`config.mk`:
```
export PLATFORM = sky130hd
export DESIGN_NAME = exc_unit
export DESIGN_NICKNAME = d
export VERILOG_FILES = /design/src/rtl/exc_unit_pkg.sv /design/src/rtl/exc_unit_sync.sv /design/src/rtl/exc_unit.sv
export SDC_FILE = /design/constraint.sdc
export NUM_CORES = 1
export LEC_CHECK = 0
export BUFFER_PORTS_ARGS = -buffer_cell sky130_fd_sc_hd__buf_4
export CORE_MARGIN = 4
export CORE_UTILIZATION = 35
export DETAILED_ROUTE_END_ITERATION = 16
export PLACE_DENSITY = 0.68
export SYNTH_ARGS = -nofsm -noshare
export SYNTH_HDL_FRONTEND = slang
export SYNTH_HIERARCHICAL = 1
export SYNTH_SLANG_ARGS = --single-unit
```
`constraint.sdc`:
```
create_clock -name clk -period 2.4 [get_ports clk]
set_input_delay 0.36 -clock clk [delete_from_list [all_inputs] [get_ports clk]]
set_output_delay 0.36 -clock clk [all_outputs]
set_load 0.005 [all_outputs]
```
`src/rtl/exc_unit_pkg.sv`:
```
// exc_unit shared types: FSM states, handler vector,
// cause one-hot bundle and CP0 ExcCode values.
package exc_unit_pkg;

  typedef enum logic [1:0] {
    EXU_IDLE     = 2'd0,
    EXU_RAISE    = 2'd1,
    EXU_FLUSH    = 2'd2,
    EXU_REDIRECT = 2'd3
  } exu_state_e;

  localparam logic [31:0] EXU_HANDLER = 32'h8000_0180;

  typedef enum logic [4:0] {
    INT_EXT   = 5'd0,
    INT_ADDRL = 5'd4,
    INT_ADDRS = 5'd5,
    INT_SYS   = 5'd8,
    INT_RI    = 5'd10,
    INT_OVF   = 5'd12,
    INT_TR    = 5'd13
  } exu_code_e;

  typedef struct packed {
    logic ext;
    logic tr;
    logic ovf;
    logic ri;
    logic sys;
    logic addrs;
    logic addrl;
  } exu_cause_t;

  function automatic exu_code_e cause_code(
    input exu_cause_t c
  );
    if (c.addrs)      return INT_ADDRS;
    else if (c.addrl) return INT_ADDRL;
    else if (c.tr)    return INT_TR;
    else if (c.ovf)   return INT_OVF;
    else if (c.ri)    return INT_RI;
    else if (c.sys)   return INT_SYS;
    else              return INT_EXT;
  endfunction

endpackage

```
`src/rtl/exc_unit_sync.sv`:
```
// sync_ff: flop chain bringing an async level
// into the clk domain; cleared by async reset.
module sync_ff #(
  parameter int STAGES = 2
) (
  input  logic clk,
  input  logic reset,
  input  logic d,
  output logic q
);

  logic [STAGES-1:0] chain;

  // shift the async level through the chain
  always_ff @(posedge clk or negedge reset) begin
    if (!reset) chain <= '0;
    else        chain <= {chain[STAGES-2:0], d};
  end

  assign q = chain[STAGES-1];

endmodule

```
`src/rtl/exc_unit.sv`:
```
// exc_unit: picks the oldest pending exception,
// pulses CP0 once, flushes, then redirects fetch.
module exc_unit
  import exc_unit_pkg::*;
#(
  parameter logic [31:0] HANDLER_ADDR = EXU_HANDLER,
  parameter int          FLUSH_CYCLES = 3,
  parameter int          SYNC_STAGES  = 2
) (
  input  logic        clk,
  input  logic        reset,
  input  logic        ext_irq,
  input  logic        id_ri,
  input  logic        id_sys,
  input  logic [31:0] id_pc,
  input  logic        ex_tr,
  input  logic        ex_ovf,
  input  logic [31:0] ex_pc,
  input  logic        mem_addrs,
  input  logic        mem_addrl,
  input  logic [31:0] mem_pc,
  input  logic [31:0] mem_addr,
  input  logic        mem_eret,
  input  logic        exc_level,
  input  logic [31:0] epc_in,
  output logic        int_ext,
  output logic        int_tr,
  output logic        int_ovf,
  output logic        int_ri,
  output logic        int_sys,
  output logic        int_addrs,
  output logic        int_addrl,
  output logic [31:0] epc_out,
  output logic [31:0] badvaddr_out,
  output logic        flush,
  output logic        redirect_valid,
  output logic [31:0] redirect_pc,
  output logic        double_fault
);

  localparam int CW = $clog2(FLUSH_CYCLES + 1);
  localparam logic [CW-1:0] CNT_LOAD =
    CW'(FLUSH_CYCLES - 1);

  exu_state_e  state_q, state_d;
  logic [CW-1:0] cnt_q, cnt_d;
  exu_cause_t  cause_q, cause_d;
  exu_cause_t  sel;
  logic [31:0] epc_q, epc_d;
  logic [31:0] bad_q, bad_d;
  logic [31:0] sel_pc;
  logic        eret_q, eret_d;
  logic        pend_q;
  logic        df_q;
  logic        ext_s;
  logic        go_exc;
  logic        go_eret;
  logic        drop;
  logic        take_ext;
  logic        younger;

  sync_ff #(
    .STAGES(SYNC_STAGES)
  ) u_sync (
    .clk  (clk),
    .reset(reset),
    .d    (ext_irq),
    .q    (ext_s)
  );

  assign younger = ex_tr | ex_ovf | id_ri | id_sys;

  // oldest-first arbitration among the stage flags
  always_comb begin
    sel     = '0;
    sel_pc  = '0;
    go_exc  = 1'b0;
    go_eret = 1'b0;
    drop    = 1'b0;
    if (state_q == EXU_IDLE) begin
      if (exc_level) begin
        if (mem_addrs | mem_addrl) drop = 1'b1;
        else if (mem_eret)         go_eret = 1'b1;
        else if (younger)          drop = 1'b1;
      end else begin
        go_exc = 1'b1;
        if (mem_addrs) begin
          sel.addrs = 1'b1;
          sel_pc    = mem_pc;
        end else if (mem_addrl) begin
          sel.addrl = 1'b1;
          sel_pc    = mem_pc;
        end else if (mem_eret) begin
          go_exc  = 1'b0;
          go_eret = 1'b1;
        end else if (ex_tr) begin
          sel.tr = 1'b1;
          sel_pc = ex_pc;
        end else if (ex_ovf) begin
          sel.ovf = 1'b1;
          sel_pc  = ex_pc;
        end else if (id_ri) begin
          sel.ri = 1'b1;
          sel_pc = id_pc;
        end else if (id_sys) begin
          sel.sys = 1'b1;
          sel_pc  = id_pc;
        end else if (pend_q) begin
          sel.ext = 1'b1;
          sel_pc  = mem_pc;
        end else begin
          go_exc = 1'b0;
        end
      end
    end
  end

  assign take_ext = go_exc & sel.ext;

  // next-state and capture values
  always_comb begin
    state_d = state_q;
    cnt_d   = cnt_q;
    cause_d = cause_q;
    epc_d   = epc_q;
    bad_d   = bad_q;
    eret_d  = eret_q;
    unique case (state_q)
      EXU_IDLE: begin
        if (go_exc) begin
          state_d = EXU_RAISE;
          cause_d = sel;
          epc_d   = sel_pc;
          bad_d   = (sel.addrs | sel.addrl)
                    ? mem_addr : '0;
          eret_d  = 1'b0;
        end else if (go_eret) begin
          state_d = EXU_FLUSH;
          cnt_d   = CNT_LOAD;
          cause_d = '0;
          eret_d  = 1'b1;
        end
      end
      EXU_RAISE: begin
        state_d = EXU_FLUSH;
        cnt_d   = CNT_LOAD;
      end
      EXU_FLUSH: begin
        if (cnt_q == '0) state_d = EXU_REDIRECT;
        else             cnt_d = cnt_q - CW'(1);
      end
      EXU_REDIRECT: begin
        state_d = EXU_IDLE;
      end
      default: begin
        state_d = EXU_IDLE;
      end
    endcase
  end

  // sequence state and captured exception record
  always_ff @(posedge clk or negedge reset) begin
    if (!reset) begin
      state_q <= EXU_IDLE;
      cnt_q   <= '0;
      cause_q <= '0;
      epc_q   <= '0;
      bad_q   <= '0;
      eret_q  <= 1'b0;
    end else begin
      state_q <= state_d;
      cnt_q   <= cnt_d;
      cause_q <= cause_d;
      epc_q   <= epc_d;
      bad_q   <= bad_d;
      eret_q  <= eret_d;
    end
  end

  // external pending flag and sticky double fault
  always_ff @(posedge clk or negedge reset) begin
    if (!reset) begin
      pend_q <= 1'b0;
      df_q   <= 1'b0;
    end else begin
      pend_q <= take_ext ? 1'b0 : (pend_q | ext_s);
      df_q   <= df_q | drop;
    end
  end

  logic raise;
  assign raise = (state_q == EXU_RAISE);

  assign int_ext   = raise & cause_q.ext;
  assign int_tr    = raise & cause_q.tr;
  assign int_ovf   = raise & cause_q.ovf;
  assign int_ri    = raise & cause_q.ri;
  assign int_sys   = raise & cause_q.sys;
  assign int_addrs = raise & cause_q.addrs;
  assign int_addrl = raise & cause_q.addrl;

  assign epc_out        = epc_q;
  assign badvaddr_out   = bad_q;
  assign flush          = raise
                          | (state_q == EXU_FLUSH);
  assign redirect_valid = (state_q == EXU_REDIRECT);
  assign redirect_pc    = !redirect_valid ? '0
                          : eret_q ? epc_in
                          : HANDLER_ADDR;
  assign double_fault   = df_q;

endmodule

```
==> flow_summary.yaml <==
die:
  die-area_mm2: 0.0144
  ios: 277
  die_w_um: 120
  rows: 40
  initial_core_util_pct: 36.1
  die_h_um: 120
  coreArea_mm2: 0.0122
placed_design:
  place_area_mm2: 0.00659
  globalplace.congestion: 0.835
  numPortBuffers: 276
  dp_hpwl_um: 12400
yosys:
  synth_top_area_share_pct: 45.6
  synthCells: 483
  ys_warn_count: 6
  yosys.cell_types.count: 37
  synth_seq_cells: 80
  synth_fp_nets: 659
  async_reset_ff_share_pct: 100
  avgSynthCellArea_um2: 9.09
  synth_flop_cell: "dfrtp_1"
  yosysTopAreaCell: "dfrtp_1"
  synth_edf_count: 0
  yosys-top-cells-area: "dfrtp_1, o211ai_1, a21oi_1"
  syn_area_mm2: 0.00439
  yosysSeqAreaShare_pct: 45.6
cells_and_area:
  design_area_mm2: 0.00693
  final_common_cell: "buf_4"
  multi_input_area_mm2: 0.00213
  diodes: 0
  fin_nets: 910
  layout_common_cells: "buf_4, dfrtp_1, a21oi_1, o211ai_1, nor2_1"
  layout.area.seq_mm2: 0.00200
  fill_cells: 1111
  drive_gt1_share_pct: 42.6
  synthToLayoutAreaGrowth_pct: 58.0
setup_path:
  worst-path-buf-inv: 1
  path_delay_family: "adder cells"
  regToRegStartpoint: "state_q[0]"
  required_ps: 2040
  r2r_slack_ps: 470
  timing.rr.end: "cause_q[4]"
  critPathKind: "register to output pin"
  startpoint_type: "register"
  critPathArrivalTime_ps: 1600
  r2r_cells: 6
  crit_fanout: 33
  end_kind: "output pin"
  crit_chain: "ha_2 > and3_1 > buf_4"
  slowest_delay_ps: 470
  cp_slowest_cell: "ha_2"
grt:
  grt_pass1_wl_um: 26500
  grt_pass1_vias: 5187
  grt_start_max_net_pins: 49
  grt_usage_pct: 23.0
  antenna_found_initial: 0
  gr-total-overflow: 0
pwr:
  p_clk_share_pct: 23.4
  ir_worst_vdd_mv: 0.409
  switching_power_mw: 2.16
  power_frac_seq_pct: 34.7
  p_leak_nw: 3.41
  p_per_area_mw_per_mm2: 954
  power_frac_comb_pct: 41.9
  p_int_mw: 4.45
  switching_share_pct: 32.7
sta:
  final.min_clock_period_ps: 1960
  tightest_slew_ps: 721
  max_clock_freq_ghz: 0.510
  fin_crit_sh_pct: 81.7
  finalHoldViolCount: 0
  grt_setup_unrepaired: "false"
  fin_setup_tns_ps: 0
  drv_slew: 0
  whs_ps: 1.80
  relSlewSlack_pct: 52.0
  finalSetupViolCount: 0
  finClkSkew_ps: 5.48
clocking:
  htreeDepth: 3
  cts_buffers: 9
  clock-root-buffer: "clkbuf_16"
  ctsLongestPathBuffers: 2
  cts_sinks: 80
  clk_latency_ps: 330
  cts_tree: "built"
  clk_pin_slew_ps: 60
detailed_routing:
  wl_per_cell_um: 18.7
  ant_nets: 0
  drc_errors: 0
  wl_um: 16900
  detail_route.vias_per_cell: 5.43
  num_vias: 4923
  drt_iter0_drc: 280
  first_pass_iters: 4
run:
  cap_violations: 0
hold_path:
  hold_path.class: "input port to asynchronous set/reset pin"
run_status:
  outcome: "completed"
## state kept, by name (all words and copies together) (netlist names)
name	cells
badvaddr_out	32
epc_out	32
cause_q	7
cnt_q	2
state_q	2
u_sync/chain	2
double_fault	1
eret_q	1
pend_q	1
## worst max-delay path by stage
stage               slack [ps]               end  depth (start not counted)       start
floorplan                  520  badvaddr_out[10]                          7  state_q[0]
global placement           290        cause_q[6]                          6      id_sys
detailed placement         250        cause_q[6]                          6      id_sys
CTS                        170    redirect_pc[3]                          3  state_q[1]
global route               260    redirect_pc[8]                          3  state_q[1]
finish                     440    redirect_pc[3]                          3  state_q[1]
## cell families (layout without fill, tap and decap cells)
group                      after synthesis  after routing  share of synthesized area [%]
DFF                                     80             80                           45.6
and+or+nand+nor                        124            124                           13.6
adders and majority gates                5              5                           1.43
buffers and inverters                   59            315                           6.10
AOI/OAI and AO/OA                      215            215                           33.3
## stage by stage
stage | setup slack, ps | utilization (%) | cells | total power, mW
final | 438 | 57.0 | 907 | 6.61
after global routing | 264 | 57.0 | 907 | 7.09
after CTS | 166 | 57.0 | 907 | 6.69
after detailed placement | 251 | 54.2 | 891 | 5.11
after global placement | 294 | 54.2 | 891 | 5.01
after floorplan | 521 | - | 483 | 3.55
## cell type report
type | count | share of cell area (%)
Timing Repair Buffer | 290 | 31.9
Clock inverter | 4 | 1.08
Sequential cell | 80 | 28.9
Multi-Input combinational cell | 344 | 30.7
Clock buffer | 12 | 3.84
Tap cell | 168 | 3.03
Inverter | 9 | 0.487
## metal layers
layer / global-route usage, % / wire, um / up-vias / share of wire, %
li1: - / - / 2286 / -
met1: 25.7 / 6160 / 2362 / 36
met2: 40.0 / 8660 / 241 / 51
met3: 6.74 / 1600 / 34 / 9.5
met4: 11.0 / 514 / 0 / 3.0
met5: 0 / 0 / - / 0
## synthesized netlist by cell type, drive strengths merged (2+ instances only)
| cell | n |
|---|---|
| buf | 10 |
| or2 | 2 |
| and3 | 29 |
| nor2 | 39 |
| o211ai | 64 |
| a32o | 4 |
| nand2 | 34 |
| and2 | 9 |
| clkbuf | 40 |
| o21ai | 34 |
| a22o | 34 |
| nand2b | 2 |
| a21oi | 66 |
| dfrtp | 80 |
| inv | 9 |
| a21boi | 3 |
| nor3 | 4 |
| ha | 5 |
## power groups by stage
stage | logic (mW) | clock network, mW | registers [mW]
5_1_grt | 3.07 | 1.64 | 2.38
2_1_floorplan | 1.27 | 0 | 2.28
3_5_place_dp | 2.81 | 0 | 2.30
3_3_place_gp | 2.72 | 0 | 2.29
6_report | 2.77 | 1.55 | 2.29
4_1_cts | 2.81 | 1.59 | 2.29
## what timing repair did
action	in CTS	in global routing
hold buffers	0	0
hold endpoints to repair	0	0
gates resized for setup	0	1
setup buffers	0	0
endpoints found under the setup margin	0	1
Note: power is estimated with default switching activity, not from simulation.
